[src/rtl/mole_game_controller.sv]
// rtl/mole_game_controller.sv - whack-a-mole game FSM: mole selection, exposure timing, scoring and lives.
module mole_game_controller #(
  parameter int         NUM_MOLES  = 5,
  parameter int         SHOW_TICKS = 2,
  parameter int         GAP_TICKS  = 1,
  parameter int         LIVES      = 3,
  parameter int         SCORE_W    = 8,
  parameter logic [7:0] LFSR_SEED  = 8'hA5
) (
  input  logic                 clock,
  input  logic                 reset,
  input  logic                 tick,
  input  logic                 startPulse,
  input  logic [NUM_MOLES-1:0] hitPulse,
  output logic [NUM_MOLES-1:0] moleLED,
  output logic [SCORE_W-1:0]   score,
  output logic [2:0]           livesLeft,
  output logic                 gameOver,
  output logic                 active
);

  localparam int IDX_W   = $clog2(NUM_MOLES);
  localparam int CNT_MAX = (SHOW_TICKS > GAP_TICKS) ? SHOW_TICKS : GAP_TICKS;
  localparam int CNT_W   = $clog2(CNT_MAX + 1);

  typedef enum logic [1:0] {ST_IDLE, ST_GAP, ST_SHOW, ST_OVER} state_t;

  state_t               state_q, state_d;
  logic [7:0]           lfsr_q, lfsr_d;
  logic [IDX_W-1:0]     prev_idx_q, prev_idx_d;
  logic [IDX_W-1:0]     cand_idx, next_idx;
  logic [CNT_W-1:0]     tick_cnt_q, tick_cnt_d;
  logic [NUM_MOLES-1:0] mole_q, mole_d;
  logic [SCORE_W-1:0]   score_q, score_d;
  logic [2:0]           lives_q, lives_d;
  logic                 target_hit, wrong_hit;

  always_ff @(posedge clock) begin
    if (reset) begin
      state_q    <= ST_IDLE;
      lfsr_q     <= LFSR_SEED;
      prev_idx_q <= '0;
      tick_cnt_q <= '0;
      mole_q     <= '0;
      score_q    <= '0;
      lives_q    <= 3'(LIVES);
    end else begin
      state_q    <= state_d;
      lfsr_q     <= lfsr_d;
      prev_idx_q <= prev_idx_d;
      tick_cnt_q <= tick_cnt_d;
      mole_q     <= mole_d;
      score_q    <= score_d;
      lives_q    <= lives_d;
    end
  end

  // Bump the candidate by one when it repeats the last mole so no mole is shown twice in a row.
  always_comb begin
    lfsr_d   = {lfsr_q[6:0], lfsr_q[7] ^ lfsr_q[5] ^ lfsr_q[4] ^ lfsr_q[3]};
    cand_idx = IDX_W'(lfsr_q % 8'(NUM_MOLES));
    next_idx = cand_idx;
    if (cand_idx == prev_idx_q) begin
      next_idx = (cand_idx == IDX_W'(NUM_MOLES - 1)) ? '0 : cand_idx + IDX_W'(1);
    end
    target_hit = |(hitPulse & mole_q);
    wrong_hit  = (|hitPulse) && !target_hit;
  end

  always_comb begin
    state_d    = state_q;
    prev_idx_d = prev_idx_q;
    tick_cnt_d = tick_cnt_q;
    mole_d     = mole_q;
    score_d    = score_q;
    lives_d    = lives_q;
    case (state_q)
      ST_IDLE, ST_OVER: begin
        if (startPulse) begin
          state_d    = ST_GAP;
          score_d    = '0;
          lives_d    = 3'(LIVES);
          tick_cnt_d = '0;
          mole_d     = '0;
        end
      end
      ST_GAP: begin
        if (tick) begin
          if (tick_cnt_q + CNT_W'(1) == CNT_W'(GAP_TICKS)) begin
            state_d    = ST_SHOW;
            mole_d     = {{(NUM_MOLES-1){1'b0}}, 1'b1} << next_idx;
            prev_idx_d = next_idx;
            tick_cnt_d = '0;
          end else begin
            tick_cnt_d = tick_cnt_q + CNT_W'(1);
          end
        end
      end
      ST_SHOW: begin
        if (target_hit) begin
          if (score_q != '1) score_d = score_q + SCORE_W'(1);
          mole_d     = '0;
          tick_cnt_d = '0;
          state_d    = ST_GAP;
        end else if (wrong_hit) begin
          lives_d = lives_q - 3'd1;
          if (lives_q == 3'd1) begin
            state_d = ST_OVER;
            mole_d  = '0;
          end
        end else if (tick) begin
          if (tick_cnt_q + CNT_W'(1) == CNT_W'(SHOW_TICKS)) begin
            lives_d    = lives_q - 3'd1;
            mole_d     = '0;
            tick_cnt_d = '0;
            state_d    = (lives_q == 3'd1) ? ST_OVER : ST_GAP;
          end else begin
            tick_cnt_d = tick_cnt_q + CNT_W'(1);
          end
        end
      end
      default: state_d = ST_IDLE;
    endcase
  end

  assign moleLED   = mole_q;
  assign score     = score_q;
  assign livesLeft = lives_q;
  assign gameOver  = (state_q == ST_OVER);
  assign active    = (state_q == ST_GAP) || (state_q == ST_SHOW);

endmodule

[config.mk]
export PLATFORM = sky130hd
export DESIGN_NAME = mole_game_controller
export DESIGN_NICKNAME = d
export VERILOG_FILES = /design/src/rtl/mole_game_controller.sv
export SDC_FILE = /design/constraint.sdc
export NUM_CORES = 1
export LEC_CHECK = 0
export CORE_AREA = 4 4 86 88
export CTS_CLUSTER_SIZE = 30
export DETAILED_ROUTE_END_ITERATION = 8
export DIE_AREA = 0 0 90 92
export PLACE_DENSITY = 0.57
export SYNTH_ARGS = -nofsm -noshare
export SYNTH_HDL_FRONTEND = slang
export SYNTH_SLANG_ARGS = --single-unit
[constraint.sdc]
create_clock -name clock -period 5.1 [get_ports clock]
set_input_delay 1.275 -clock clock [delete_from_list [all_inputs] [get_ports clock]]
set_output_delay 1.275 -clock clock [all_outputs]
set_load 0.02 [all_outputs]
==> After elaboration in Yosys (flattened, before gate mapping) <==
Cells that the tools add are included.
{ "totals": {"out_inout_bits": 18, "register_bits": 31, "input_bits": 9, "wordCells": 91} }
{ "classes": {"mux": 39, "shift": 1, "n_reduce_logical": 13, "bitwise": 4, "addsub": 4, "eq_ne": 22, "n_div": 1} }
{ "ops": {"columns": ["op", "n"], "rows": [
  ["$mux 5", 8],
  ["$mux 2", 16],
  ["$mux 8", 3],
  ["$mux 3", 7],
  ["$pmux 8 s2", 1],
  ["$pmux 5 s3", 1],
  ["$ne 2x2->1 const B", 6],
  ["$ne 3x3->1 const B", 4],
  ["$ne 4x4->1 const B", 3],
  ["$pmux 2 s3", 2],
  ["$reduce_or 5->1", 2],
  ["$add 8x1->8 const B", 1],
  ["$mod 8x3->8 const B", 1],
  ["$ne 8x8->1 const B", 1],
  ["$reduce_and 4->1", 2],
  ["$eq 2x2->1 const B", 3],
  ["$pmux 3 s2", 1],
  ["$reduce_and 6->1", 1],
  ["$and 5x5->5", 1],
  ["$reduce_and 5->1", 1],
  ["$shl 1x3->5 const A", 1],
  ["$eq 2x1->1 const B", 2],
  ["$add 3x1->3 const B", 1],
  ["$eq 3x1->1 const B", 1],
  ["12 further kinds", 14]
]} }

==> Longest topological paths before layout <==
Gate-level depths: netlist (run 1).
{ "logic_depth": {"depth_word": 8, "depth_mapped": 18} }

==> Worst setup path before layout (run 1) <==
Ideal clock, no wire load.
{ "synth_path": {"path_kind": "register to register", "startpoint": "register lfsr_q[3]", "endpoint": "register mole_q[1] (netlist: moleLED[1])", "t_required_ns": 4.983, "stages_incl_launch_ff": 17, "path_buffers": 1, "synth_period_minus_slack_ns": 4.066, "setup_slack_ns": 1.034, "t_arrival_ns": 3.948, "setup_ns": 0.117, "path_cell_list": "dfxtp_1 -> buf_6 -> or3b_4 -> or2_0 -> a21oi_2 -> nor2_4 -> ha_1 -> nor3_4 -> o21ai_2 -> mux2i_2 -> ha_1 -> o2bb2ai_2 -> a21oi_1 -> a31o_2 -> a32o_1 -> or3_4 -> a32o_1"} }
{ "synth_between": {"elab_chain_len": 8} }
{ "synth_lines": {"columns": ["item", "line", "text"], "rows": [
  ["start: declaration", "29", "logic [7:0] lfsr_q, lfsr_d;"],
  ["start signal: assignment", "49", "lfsr_q <= lfsr_d;"],
  ["$mod 8x3->8 *", "61", "cand_idx = IDX_W'(lfsr_q % 8'(NUM_MOLES));"],
  ["$add 3x1->3 / $eq 3x3->1 (equally long branches)", "64", "next_idx = (cand_idx == IDX_W'(NUM_MOLES - 1)) ? '0 : cand_idx + IDX_W'(1);"],
  ["$mux 3", "64", null],
  ["$mux 3 *", "63", "if (cand_idx == prev_idx_q) begin"],
  ["$shl 1x3->5 *", "91", "mole_d = {{(NUM_MOLES-1){1'b0}}, 1'b1} << next_idx;"],
  ["$mux 5 *", "89", "if (tick_cnt_q + CNT_W'(1) == CNT_W'(GAP_TICKS)) begin"],
  ["$mux 5 *", "88", "if (tick) begin"],
  ["$pmux 5 s3 *", "77", "case (state_q)"],
  ["end signal: assignment", "52", "mole_q <= mole_d;"],
  ["end: declaration", "33", "logic [NUM_MOLES-1:0] mole_q, mole_d;"]
]} }
Mark *: on every way between the ends. The rest lies on a longest branch, timed or not. The select of a mux whose other input is x is not followed.
A chain may end at the register's enable or synchronous reset.

==> Worst setup path in the final report (run 1) <==
{ "layout_path": {"startpoint": "register lfsr_q[7]", "endpoint": "register mole_q[1] (netlist: moleLED[1])"} }
The elaborated chain is that of the path after synthesis.

==> impl_metrics.tcl, run 1 <==
set metrics [dict create \
    fmax_mhz 216 \
    setup_viol 0 \
    synth-warning-count 0 \
    reg2regPathDepth 15 \
    drive_gt1_share_pct 15.5 \
    synth_ff_type "dfxtp_1" \
    required_ns 5.26 \
    async_reset_ff_share_pct 0 \
    netSwitchingFraction_pct 40.4 \
    wl_um 5280 \
    fin_skew_ns 0.0121 \
    fillers 666 \
    synth_edf_count 0 \
    final_common_cell "dfxtp_1" \
    cts_tree "built" \
    ys_seq_elements 31 \
    holdPathStages 2 \
    holdWs_ns 0.478 \
    chipHeight_um 92 \
    hold_buffers 0 \
    endpoint_kind "register" \
    syn_inst 301 \
    min_to "tick_cnt_q[1]" \
    ir_drop_v 0.000110 \
    rrSetupSlack_ns 0.48 \
    cp_slowest_stage_delay_ns 0.67 \
    avgSynthCellArea_um2 8.71 \
    crit_type "reg -> reg" \
    place.port_buffers 26 \
    clk_pin_slew_ns 0.07 \
    hpwlAfterDp_um 4030 \
    areaGrowthSynthToFinish_pct 10.8 \
    start_util_pct 39.5 \
    cts_sinks 31 \
    insertion_delay_ns 0.28 \
    grt_max_degree 21 \
    netlist_area_mm2 0.00262 \
    seqPwrFrac_pct 32.9 \
    drc 0 \
    cts_root_buf "clkbuf_8" \
    die_w_um 90 \
    ios 27 \
    hold_path_class "reg -> reg" \
    finalCriticalPeriod_ns 4.62 \
    finalCoreUtilization_pct 43.7 \
    grt_pass1_wl_um 9360 \
    vias 2167 \
    relSlewSlack_pct 55.3 \
    ys_seq_area_share_pct 23.7 \
    grt_pass1_vias 2040 \
    viasPerCell 5.46 \
    num_rows 30 \
    layout_common_cells "dfxtp_1 (31), clkdlybuf4s50_1 (26), nor2_1 (25)" \
    antenna_found_initial 0 \
    core_mm2 0.00664 \
    rr_endpoint "moleLED[1]" \
    hold_start "tick_cnt_q[1]" \
    clk_path_buf_depth 2 \
    startpoint "lfsr_q[7]" \
    min_period_over_period_pct 90.6 \
    crit_fanout 18 \
    grt-ovfl-total 0 \
    timing.final.ws_setup_ns 0.480 \
    status "complete, no violations" \
    post-place-ws_ns 0.507 \
    cts-htree-levels 2 \
    r2r_start "lfsr_q[7]" \
    timing.final.max_slew_violations 0 \
    finalHoldViolCount 0 \
    post_cts_buffers 0 \
    start_kind "register" \
    maxCapViolations 0 \
    wl_per_cell_um 13.3 \
    p_leak_uw 0.00105 \
    cp_cell_sequence "nor4bb_1 -> a311oi_2 -> a32oi_2 -> nor2_4 -> ha_1 -> nor3_4 -> o21ai_2 -> mux2i_2 -> ha_1 -> o2bb2ai_2 -> a21oi_1 -> a31o_2 -> a32o_1 -> or3_4 -> a32o_1" \
    syn_nets 324 \
    ant_nets 0 \
    rsz0062_at_grt "false" \
    worst_slew_pin_slew_ns 0.671 \
    layout.nets 339 \
    power_frac_comb_pct 47.2 \
    gp_congestion 0.898 \
    power_density_mw_per_mm2 312 \
    power.share.clock_pct 19.9 \
    antenna_cells 0 \
    fin_setup_tns_ns 0 \
    cts_made_buffers 5 \
    p_int_uw 540 \
    die_area_mm2 0.00828 \
    dr.pass1.iters 4 \
    dr.first_iter.drc_count 68 \
    cp.arrival_ns 4.78 \
    yosysUniqueCellTypes 90 \
    grt_use_total_pct 13.2 \
    cpMaxStageDelayCell "dfxtp_1" \
    ctsResizeCount 0 \
    net-switching-power_uw 366 \
]
==> power groups by stage <==
stage | registers, µW | clock network (µW) | logic (µW)
after global placement | 304 | 0 | 427
after CTS | 298 | 191 | 429
after floorplan | 287 | 0 | 373
after global routing | 304 | 200 | 479
final | 298 | 181 | 428
after detailed placement | 304 | 0 | 427
==> worst max-delay path by stage <==
stage	endpoint	slack, ns
floorplan	moleLED[1]	1.03
global placement	moleLED[0]	0.62
detailed placement	moleLED[0]	0.51
CTS	moleLED[0]	0.48
global route	moleLED[0]	0.06
finish	moleLED[1]	0.48
==> through the flow <==
step	area, µm²	power (µW)	cells
final	2900	906	397
after global placement	2820	731	389
after CTS	2900	918	397
after floorplan	2620	661	301
after detailed placement	2820	731	389
after global routing	2900	984	397
==> layout make-up <==
type                       instances  area [µm²]  share of cell area, %
timing repair buffer              27         268                   9.22
clock buffer                       6        72.6                   2.50
multi-input combinational        234        1770                   60.8
inverter                          17        63.8                   2.20
tap                               80         100                   3.45
clock inverter                     2        12.5                  0.431
sequential                        31         621                   21.4
==> routing by layer <==
layer	part of all wire (%)	vias to the layer above	GRT usage [%]
li1	-	1134	-
met1	51	989	17.9
met2	45	37	21.2
met3	3.1	7	3.28
met4	0.74	0	2.68
met5	0	-	0
==> Yosys cell counts, types with 2 or more instances <==
cell type | instances | area [µm²]
nor2_1 | 25 | 93.8
clkbuf_1 | 4 | 15.0
or2_2 | 5 | 31.3
o21ai_0 | 4 | 20.0
o211ai_1 | 3 | 22.5
a32o_1 | 4 | 40.0
and3b_1 | 2 | 17.5
inv_1 | 17 | 63.8
a31oi_1 | 2 | 12.5
o2bb2ai_1 | 2 | 17.5
nor2b_1 | 2 | 12.5
mux2i_1 | 3 | 30.0
o22ai_1 | 2 | 12.5
dfxtp_1 | 31 | 621
a211oi_1 | 4 | 30.0
xor2_1 | 4 | 35.0
nand2b_1 | 9 | 56.3
mux2_2 | 3 | 33.8
nand3b_1 | 5 | 37.5
nand4_1 | 5 | 31.3
nand2_1 | 19 | 71.3
o21ai_2 | 2 | 17.5
and4b_1 | 2 | 20.0
a22o_1 | 2 | 17.5
ha_1 | 14 | 175
xnor2_1 | 9 | 78.8
nand3_1 | 11 | 55.1
clkbuf_8 | 4 | 55.1
a31o_2 | 2 | 17.5
a311oi_2 | 2 | 30.0
a21oi_1 | 16 | 80.1
or3_1 | 2 | 12.5
buf_2 | 2 | 10.0
nor3b_1 | 5 | 37.5
nor3_1 | 11 | 55.1
nor3_2 | 2 | 20.0
buf_6 | 7 | 78.8
==> kinds of logic after synthesis <==
logic type | count (synthesis) | share of synthesized area, %
and+or+nand+nor | 126 | 28.6
AOI/OAI and AO/OA | 72 | 23.8
buffers and inverters | 36 | 8.93
DFF | 31 | 23.7
adders and majority gates | 14 | 6.68
xor gates and xnor gates | 13 | 4.34
muxes | 9 | 3.96
==> flip-flops by register name, summed over array words and instances (netlist names) <==
name / cells
lfsr_q: 8
tick_cnt_q: 2
score: 8
moleLED: 5
state_q: 2
prev_idx_q: 3
livesLeft: 3
==> worst max-delay path, delay by kind of cell, from the launching register on <==
family          cells  cell delay, ns
flops               1            0.67
compound gates      8            1.70
simple gates        4            1.09
mux                 1            0.41
fa+ha+maj           2            0.64
Power figures use the tool's default switching activity.
==> run 2, diff against run 1 <==
--- a/config.mk
+++ b/config.mk
@@ -5,6 +5,7 @@
 export SDC_FILE = /design/constraint.sdc
 export NUM_CORES = 1
 export LEC_CHECK = 0
+export CAP_MARGIN = 20
 export CORE_AREA = 4 4 86 88
 export CTS_CLUSTER_SIZE = 30
 export DETAILED_ROUTE_END_ITERATION = 8
==> results of run 2 <==
Same layout as run 1: the final DEF is identical, and so are final timing and power.
